==> src/rtl/keypad_entry_tx.sv <==
// Keypad transmit side: debounced enter/replay buttons drive {digit, enter} transactions
// to the lock, with a CODE_LEN-deep history of manual digits for replay.

module keypad_debounce #(
    parameter int DEBOUNCE_CYCLES = 16
) (
    input  logic clk,
    input  logic rst_n,
    input  logic raw,
    output logic press
);
    localparam int DW = $clog2(DEBOUNCE_CYCLES + 1);

    logic [1:0]    sync;
    logic          level;
    logic [DW-1:0] cnt;

    // Each sample that differs from the level advances the count, and any sample that
    // agrees restarts it. Only a 0->1 change of the level produces a press.
    always_ff @(posedge clk or negedge rst_n) begin
        if (!rst_n) begin
            sync  <= '0;
            level <= 1'b0;
            cnt   <= '0;
            press <= 1'b0;
        end else begin
            sync  <= {sync[0], raw};
            press <= 1'b0;
            if (sync[1] == level) begin
                cnt <= '0;
            end else if (cnt == DW'(DEBOUNCE_CYCLES - 1)) begin
                cnt   <= '0;
                level <= sync[1];
                press <= sync[1];
            end else begin
                cnt <= cnt + 1'b1;
            end
        end
    end
endmodule

module keypad_entry_tx #(
    parameter int DEBOUNCE_CYCLES = 16,
    parameter int GAP_CYCLES      = 8,
    parameter int CODE_LEN        = 4
) (
    input  logic                          clk,
    input  logic                          rst_n,
    input  logic [3:0]                    sw_digit,
    input  logic                          btn_enter,
    input  logic                          btn_replay,
    output logic [3:0]                    digit,
    output logic                          enter,
    output logic                          busy,
    output logic [$clog2(CODE_LEN+1)-1:0] buf_count
);
    localparam int CW = $clog2(CODE_LEN + 1);
    localparam int PW = (CODE_LEN > 1) ? $clog2(CODE_LEN) : 1;
    localparam int GW = $clog2(GAP_CYCLES + 1);

    typedef enum logic [2:0] {S_IDLE, S_SETUP, S_STROBE, S_HOLD, S_GAP} state_t;

    state_t        state, state_nxt;
    logic [1:0]    btn_raw, press;
    logic          press_enter, press_replay;
    logic [3:0]    buf_mem [CODE_LEN];
    logic [PW-1:0] wr_ptr, base, rd_addr;
    logic [CW-1:0] rep_idx, idx_sel;
    logic [CW:0]   rd_sum;
    logic [GW-1:0] gap_cnt;
    logic          rep_mode, last_entry, gap_done;
    logic          start_man, start_rep, advance, push, enter_nxt, busy_nxt;

    assign btn_raw = {btn_replay, btn_enter};

    for (genvar i = 0; i < 2; i++) begin : g_db
        keypad_debounce #(.DEBOUNCE_CYCLES(DEBOUNCE_CYCLES)) u_db (
            .clk   (clk),
            .rst_n (rst_n),
            .raw   (btn_raw[i]),
            .press (press[i])
        );
    end

    assign press_enter  = press[0];
    assign press_replay = press[1];
    assign last_entry   = (rep_idx == CW'(buf_count - 1'b1));
    assign gap_done     = (gap_cnt == GW'(GAP_CYCLES - 1));

    always_ff @(posedge clk or negedge rst_n) begin
        if (!rst_n) state <= S_IDLE;
        else        state <= state_nxt;
    end

    always_comb begin
        state_nxt = state;
        case (state)
            S_IDLE:   if (press_enter || (press_replay && buf_count != '0)) state_nxt = S_SETUP;
            S_SETUP:  state_nxt = S_STROBE;
            S_STROBE: state_nxt = S_HOLD;
            S_HOLD:   state_nxt = (!rep_mode || last_entry) ? S_IDLE : S_GAP;
            S_GAP:    if (gap_done) state_nxt = S_SETUP;
            default:  state_nxt = S_IDLE;
        endcase
    end

    always_comb begin
        start_man = (state == S_IDLE) && press_enter;
        start_rep = (state == S_IDLE) && !press_enter && press_replay && (buf_count != '0);
        advance   = (state == S_GAP) && gap_done;
        push      = (state == S_STROBE) && !rep_mode;
        enter_nxt = (state_nxt == S_STROBE);
        busy_nxt  = (state_nxt != S_IDLE);
        // Once the buffer has wrapped, the oldest entry sits at the write pointer.
        base      = (buf_count == CW'(CODE_LEN)) ? wr_ptr : '0;
        idx_sel   = start_rep ? '0 : rep_idx + 1'b1;
        rd_sum    = (CW+1)'(base) + (CW+1)'(idx_sel);
        rd_addr   = (rd_sum >= (CW+1)'(CODE_LEN)) ? PW'(rd_sum - (CW+1)'(CODE_LEN)) : PW'(rd_sum);
    end

    always_ff @(posedge clk or negedge rst_n) begin
        if (!rst_n) begin
            digit     <= '0;
            enter     <= 1'b0;
            busy      <= 1'b0;
            buf_count <= '0;
            wr_ptr    <= '0;
            rep_mode  <= 1'b0;
            rep_idx   <= '0;
            gap_cnt   <= '0;
            for (int i = 0; i < CODE_LEN; i++) buf_mem[i] <= '0;
        end else begin
            enter <= enter_nxt;
            busy  <= busy_nxt;
            if (start_man) begin
                digit    <= sw_digit;
                rep_mode <= 1'b0;
            end else if (start_rep) begin
                digit    <= buf_mem[rd_addr];
                rep_mode <= 1'b1;
                rep_idx  <= '0;
            end else if (advance) begin
                digit   <= buf_mem[rd_addr];
                rep_idx <= rep_idx + 1'b1;
            end
            gap_cnt <= (state == S_GAP && !gap_done) ? gap_cnt + 1'b1 : '0;
            if (push) begin
                buf_mem[wr_ptr] <= digit;
                wr_ptr          <= (wr_ptr == PW'(CODE_LEN - 1)) ? '0 : wr_ptr + 1'b1;
                if (buf_count != CW'(CODE_LEN)) buf_count <= buf_count + 1'b1;
            end
        end
    end
endmodule
==> config.mk <==
export PLATFORM = sky130hd
export DESIGN_NAME = keypad_entry_tx
export DESIGN_NICKNAME = d
export VERILOG_FILES = /design/src/rtl/keypad_entry_tx.sv
export SDC_FILE = /design/constraint.sdc
export NUM_CORES = 1
export LEC_CHECK = 0
export ABC_AREA = 1
export BUFFER_PORTS_ARGS = -buffer_cell sky130_fd_sc_hd__buf_4
export CAP_MARGIN = 5
export CELL_PAD_IN_SITES_DETAIL_PLACEMENT = 2
export CELL_PAD_IN_SITES_GLOBAL_PLACEMENT = 2
export CORE_MARGIN = 2
export CORE_UTILIZATION = 42
export CTS_BUF_LIST = sky130_fd_sc_hd__clkbuf_4
export CTS_CLUSTER_DIAMETER = 120
export CTS_CLUSTER_SIZE = 12
export DETAILED_ROUTE_END_ITERATION = 10
export GPL_TIMING_DRIVEN = 0
export PLACE_DENSITY = 0.95
export SLEW_MARGIN = 20
export SYNTH_ARGS = -nofsm -noshare
export SYNTH_HDL_FRONTEND = slang
export SYNTH_HIERARCHICAL = 1
export SYNTH_SLANG_ARGS = --single-unit
==> constraint.sdc <==
create_clock -name clk -period 5 [get_ports clk]
set_input_delay 1 -clock clk [delete_from_list [all_inputs] [get_ports clk]]
set_output_delay 1 -clock clk [all_outputs]
set_load 0.01 [all_outputs]
==> flow_summary.yaml, run 1 <==
worst_setup_path:
  crit_buf_inv: 3
  max_stage_delay_ns: 0.43
  worst_r2r_startpoint: "buf_count[0]"
  rr_worst_depth: 13
  timing.rr.end: "digit[2]"
  worst_setup_path_start_kind: "register"
  crit_path_start: "buf_count[0]"
  cp-end-kind: "register"
  cp_slowest_cell: "dfrtp_1"
  cpLargestDelayFamily: "adder cells"
  critPathArrivalTime_ns: 2.97
  regToRegSetupSlack_ns: 2.31
  critPathMaxFanout: 8
  critical_path_class: "register to register"
  path_cells: "inv_1 -> ha_1 -> a21boi_4 -> nand3_4 -> inv_1 -> nor2_1 -> ha_1 -> clkbuf_8 -> mux2_2 -> nand3_1 -> nand3_1 -> nand2_1 -> nand2_1"
  critPathRequiredTime_ns: 5.28
grt:
  grt_pass1_wl_mm: 12.8
  overflow: 0
  grt_pass1_vias: 2462
  grt_usage: 0.232
  grt_max_degree: 57
  antenna_found_initial: 0
yosys:
  syn_area_sq_mm: 0.00268
  yosysMostFrequentCell: "nand2_1"
  syn_nets: 315
  synth-async-reset-ratio: 1.00
  synthFlopType: "dfrtp_1"
  ys_ff_latch: 56
  synth-seq-area-share: 0.522
  yosysTopAreaCell: "dfrtp_1"
  syn_area_per_cell_sq_um: 9.10
  ys_types: 25
  synthTopCellsByArea: "dfrtp_1, nand2_1, ha_1"
  synth-edff-count: 0
  ys_top_cells_by_count: "nand2_1, dfrtp_1, inv_1"
  yosys.area.top_type_share: 0.522
  synthCells: 295
  ys_warn_count: 6
floorplan:
  core_sq_mm: 0.00628
  boundaryPins: 17
  initial_core_util: 0.428
  die_h_microns: 83.9
  die_w_microns: 83.9
  fp-row-count: 29
  die_area_sq_mm: 0.00705
drt:
  m1WireLength_mm: 3.02
  drtPass1Iterations: 4
  drc: 0
  finalWirelength_mm: 7.51
  avgRoutedWirePerCell_microns: 19.0
  initialDrtViolationCount: 69
  met2_length_mm: 4.12
  vias: 2120
  ant_nets: 0
  dr_wl_met3_microns: 199
  top_layer: "met4"
  viasPerCell: 5.35
placed_design:
  placed_area_sq_mm: 0.00290
  dp_slack_ns: 2.39
  gp_congestion: 0.752
  portBuffers: 16
  hpwlAfterDp_mm: 5.26
sta:
  drv_slew: 0
  hold_viol: 0
  setup_viol: 0
  fin_worst_skew_ns: 0.00624
  min_period_ns: 2.69
  max_freq_mhz: 372
  tightestPinTransition_ns: 0.733
  period_share: 0.538
  grt_setup_unrepaired: "no"
  relSlewSlack: 0.512
  fin_tns_setup_ns: 0
  whs_ns: 0.376
  setup_ws_ns: 2.31
clock_tree:
  worstSkewPairLatency_ns: 0.37
  post_cts_resized: 0
  cts.clk_slew.worst_paths_ns: 0.16
  cts_tree: "yes"
  cts_setup_buffers: 0
  cts.sinks: 56
  cts.path.max_buffers: 2
  cts-root-buf: "clkbuf_4"
  numCtsBuffers: 5
  cts_max_level: 2
  postCtsHoldBufs: 0
finish:
  nets: 338
  design_area_sq_mm: 0.00296
  num_antenna_cells: 0
  layout-drive-gt1-share: 0.157
  area_growth_pct: 10.2
hold_path:
  hold_end: "g_db[1].u_db/sync[1]"
  hold_class: "register to register"
  hp-start: "g_db[1].u_db/sync[0]"
  hold_path_depth: 0
power:
  cellPowerDensity_mw_per_mm2: 451
  ir_drop_uv: 165
  p_leak_nw: 1.52
job:
  maxCapViolations: 0
status:
  status: "complete, no violations"
## kinds of logic (layout without fill, tap and decap cells)
logic type                 count (synthesis)  after routing  synth area share
and+or+nand+nor                          138            138             0.238
DFF                                       56             56             0.522
buffers and inverters                     44             68            0.0653
AOI/OAI and AO/OA                         29             29            0.0592
adders and majority gates                 12             12            0.0559
xor gates and xnor gates                   8              8            0.0261
muxes                                      8              8            0.0336
## metal layers
metal  GRT usage  vias to the layer above
li1            -                      977
met1       0.266                     1094
met2       0.437                       35
met3      0.0376                       14
met4      0.0733                        0
met5           0                        -
## metrics by stage
stage | cells | utilization | total power, mW
2_1_floorplan | 295 | - | 0.955
6_report | 396 | 0.471 | 1.33
3_5_place_dp | 388 | 0.462 | 1.13
4_1_cts | 396 | 0.471 | 1.35
5_1_grt | 396 | 0.471 | 1.44
3_3_place_gp | 388 | 0.462 | 1.07
## power breakdown
part / leakage (nW) / switching [mW] / total, mW / internal, mW
sequential: 0.697 / 0.0832 / 0.645 / 0.562
clock: 0.0293 / 0.145 / 0.204 / 0.0594
combinational: 0.796 / 0.292 / 0.485 / 0.192
total: 1.52 / 0.520 / 1.33 / 0.813
## how the worst max path moves through the flow
stage          endpoint  cells past startpoint  slack (ns)
3_5_place_dp   digit[2]                     13        2.39
3_3_place_gp   digit[3]                     13        2.54
2_1_floorplan  digit[0]                     13        2.71
6_report       digit[2]                     13        2.31
5_1_grt        digit[2]                     13        2.15
4_1_cts        digit[2]                     13        2.30
## cells in the final DEF (no fill, tap or decap), types with 6 or more instances in the layout
cell      instances
dfrtp_1          56
buf_4            16
nand2_1          73
ha_1             12
clkbuf_4          6
nor2_1           25
inv_1            38
o21ai_0          25
nand3_1          17
mux2_2            8
nand4_1           6
## cell type report
| class | count | area, sq um |
|---|---|---|
| clock inverter | 2 | 11.3 |
| multi-input combinational | 195 | 1110 |
| timing repair buffer | 16 | 120 |
| inverter | 43 | 161 |
| tap | 77 | 96.3 |
| clock buffer | 6 | 45.0 |
| buffer | 1 | 13.8 |
| fill | 698 | 3320 |
| sequential | 56 | 1400 |
## sequential cells by signal, indices dropped and copies added, names as in the netlist
name,count
buf_count,3
buf_mem,16
busy,1
digit,4
enter,1
g_db.u_db/cnt,10
g_db.u_db/level,2
g_db.u_db/press,2
g_db.u_db/sync,4
gap_cnt,4
rep_idx,3
rep_mode,1
state,3
wr_ptr,2
(Power assumes the default switching activity.)
==> run 2: changes to the inputs <==
--- a/config.mk
+++ b/config.mk
@@ -11,13 +11,13 @@
 export CELL_PAD_IN_SITES_DETAIL_PLACEMENT = 2
 export CELL_PAD_IN_SITES_GLOBAL_PLACEMENT = 2
 export CORE_MARGIN = 2
-export CORE_UTILIZATION = 42
+export CORE_UTILIZATION = 35
 export CTS_BUF_LIST = sky130_fd_sc_hd__clkbuf_4
 export CTS_CLUSTER_DIAMETER = 120
 export CTS_CLUSTER_SIZE = 12
 export DETAILED_ROUTE_END_ITERATION = 10
 export GPL_TIMING_DRIVEN = 0
-export PLACE_DENSITY = 0.95
+export PLACE_DENSITY = 0.88
 export SLEW_MARGIN = 20
 export SYNTH_ARGS = -nofsm -noshare
 export SYNTH_HDL_FRONTEND = slang
==> constraint.sdc (replaced) <==
create_clock -name clk -period 2.3 [get_ports clk]
set_input_delay 0.46 -clock clk [delete_from_list [all_inputs] [get_ports clk]]
set_output_delay 0.46 -clock clk [all_outputs]
set_load 0.01 [all_outputs]
==> run 2 against run 1 <==
Cell count increased by 8.6%. Fmax increased by 20%. Global-route usage decreased by 6.5 points. Final area increased by 8.2%. Non-clock buffer count increased by 12. Utilization decreased by 3.5 points. Critical path depth unchanged. Hold slack got worse by 0.29 ns. Wire length decreased by 2.8%. Flip-flop and latch count unchanged. Die area increased by 19%. Critical path type unchanged. Critical endpoint is now digit[1]. Highest routed layer unchanged.
==> flow_summary.yaml, run 2 (synthesized netlist as in run 1, its figures left out) <==
drt:
  vias: 2133
  finalWirelength_mm: 7.30
  avgRoutedWirePerCell_microns: 17.0
  drc: 0
  ant_nets: 0
  drtPass1Iterations: 4
  initialDrtViolationCount: 64
  viasPerCell: 4.96
finish:
  nets: 350
  final_cells: 430
  area_growth_pct: 19.2
  fillers: 807
  top_regs: "buf_mem (16), g_db.u_db/cnt (10)"
  top_register: "buf_mem"
  layout-drive-gt1-share: 0.248
  largest_reg_flops: 16
  final_cell_mix: "nand2_1, dfrtp_1, inv_1"
  multi_input_area_sq_mm: 0.00122
  layout_commonest_cell: "nand2_1"
  design_area_sq_mm: 0.00320
  seq_area_sq_mm: 0.00140
  num_antenna_cells: 0
power:
  power_mw: 3.18
  p_leak_nw: 1.65
  ir_drop_uv: 339
  cellPowerDensity_mw_per_mm2: 993
clock_tree:
  cts.path.max_buffers: 2
  cts.clk_slew.worst_paths_ns: 0.17
  cts-root-buf: "clkbuf_4"
  cts_max_level: 2
  numCtsBuffers: 5
  cts_tree: "yes"
  worstSkewPairLatency_ns: 0.40
  cts.sinks: 56
sta:
  whs_ns: 0.0862
  hold_viol: 0
  tightestPinTransition_ns: 0.720
  fin_worst_skew_ns: 0.0122
  period_share: 0.974
  min_period_ns: 2.24
  drv_slew: 0
  max_freq_mhz: 447
  relSlewSlack: 0.520
  setup_viol: 0
  fin_tns_setup_ns: 0
worst_setup_path:
  path_common_cell: "nand2_1"
  cp_slowest_cell: "dfrtp_1"
  timing.rr.end: "digit[1]"
  path_cells: "inv_2 -> ha_4 -> a21boi_4 -> nand3_4 -> inv_2 -> nor2_4 -> ha_4 -> buf_8 -> mux2_4 -> nand2_1 -> nand3_1 -> nand2_1 -> nand2_1"
  worst_setup_path_start_kind: "register"
  critical_path_class: "register to register"
  critPathArrivalTime_ns: 2.54
  worst_r2r_startpoint: "buf_count[1]"
  cp-end-kind: "register"
  max_stage_delay_ns: 0.41
  rr_worst_depth: 13
  critPathRequiredTime_ns: 2.60
  regToRegSetupSlack_ns: 0.06
  critPathMaxFanout: 8
placed_design:
  portBuffers: 16
  gp_congestion: 0.698
  dp.cells: 410
  placed_area_sq_mm: 0.00293
  hpwlAfterDp_mm: 4.80
floorplan:
  initial_core_util: 0.366
  die_area_sq_mm: 0.00838
  core_sq_mm: 0.00733
  boundaryPins: 17
  die_w_microns: 91.6
  fp-row-count: 31
  die_h_microns: 91.6
grt:
  grt_max_degree: 57
  grt_usage: 0.167
  grt_pass1_vias: 2354
  grt_pass1_wl_mm: 11.0
  overflow: 0
  antenna_found_initial: 0
job:
  maxCapViolations: 0
status:
  status: "complete, no violations"
hold_path:
  hold_class: "input pin to async pin"
-- run 2: worst max path at each step --
stage | from | endpoint | slack, ns | depth (start not counted)
after floorplan | buf_count[0] | digit[0] | 0.007 | 13
after global placement | buf_count[0] | digit[0] | -0.17 | 13
after detailed placement | buf_count[0] | digit[3] | -0.27 | 13
after CTS | buf_count[0] | digit[3] | 0.009 | 13
after global routing | buf_count[0] | digit[1] | -0.08 | 17
final | buf_count[1] | digit[1] | 0.06 | 13
-- run 2: layer usage --
metal	share of wire	wire length, microns	GRT usage	vias to the layer above
met2	0.55	4040	0.316	29
met1	0.40	2940	0.186	1089
li1	-	-	-	1003
met4	0.020	146	0.0518	0
met5	0	0	0	-
met3	0.024	174	0.0315	12
-- run 2: layout make-up --
type | instances | area share
plain buffers | 1 | 0.00469
multi-input cells | 195 | 0.383
inverters | 43 | 0.0505
clock inverters | 2 | 0.00509
flip-flops and latches | 56 | 0.438
well taps | 99 | 0.0387
clock buffers | 6 | 0.0141
repair buffers | 28 | 0.0657
-- run 2: what timing repair did --
action	CTS	global route
hold buffers	0	0
endpoints found under the setup margin	4	4
setup buffers	4	8
pin swaps	2	17
gates resized for setup	5	26
-- run 2: power breakdown --
part,leakage (nW),internal [mW],switching [mW]
clock,0.0319,0.134,0.326
sequential,0.697,1.22,0.186
combinational,0.922,0.584,0.725
total,1.65,1.94,1.24
-- run 2: stage by stage --
stage	utilization	setup WS, ns
after CTS	0.414	0.00869
after floorplan	-	0.00686
after global placement	0.399	-0.172
after global routing	0.436	-0.0798
after detailed placement	0.399	-0.267
final	0.436	0.0607
-- run 2: worst max-delay path, delay by kind of cell, from the launching register on --
| family | cells | cell delay (ns) |
|---|---|---|
| flip-flops | 1 | 0.41 |
| buffers and inverters | 3 | 0.32 |
| multiplexers | 1 | 0.32 |
| AND/OR/NAND/NOR | 6 | 0.43 |
| adder cells (fa/ha/maj) | 2 | 0.45 |
| AO/OA/AOI/OAI | 1 | 0.20 |
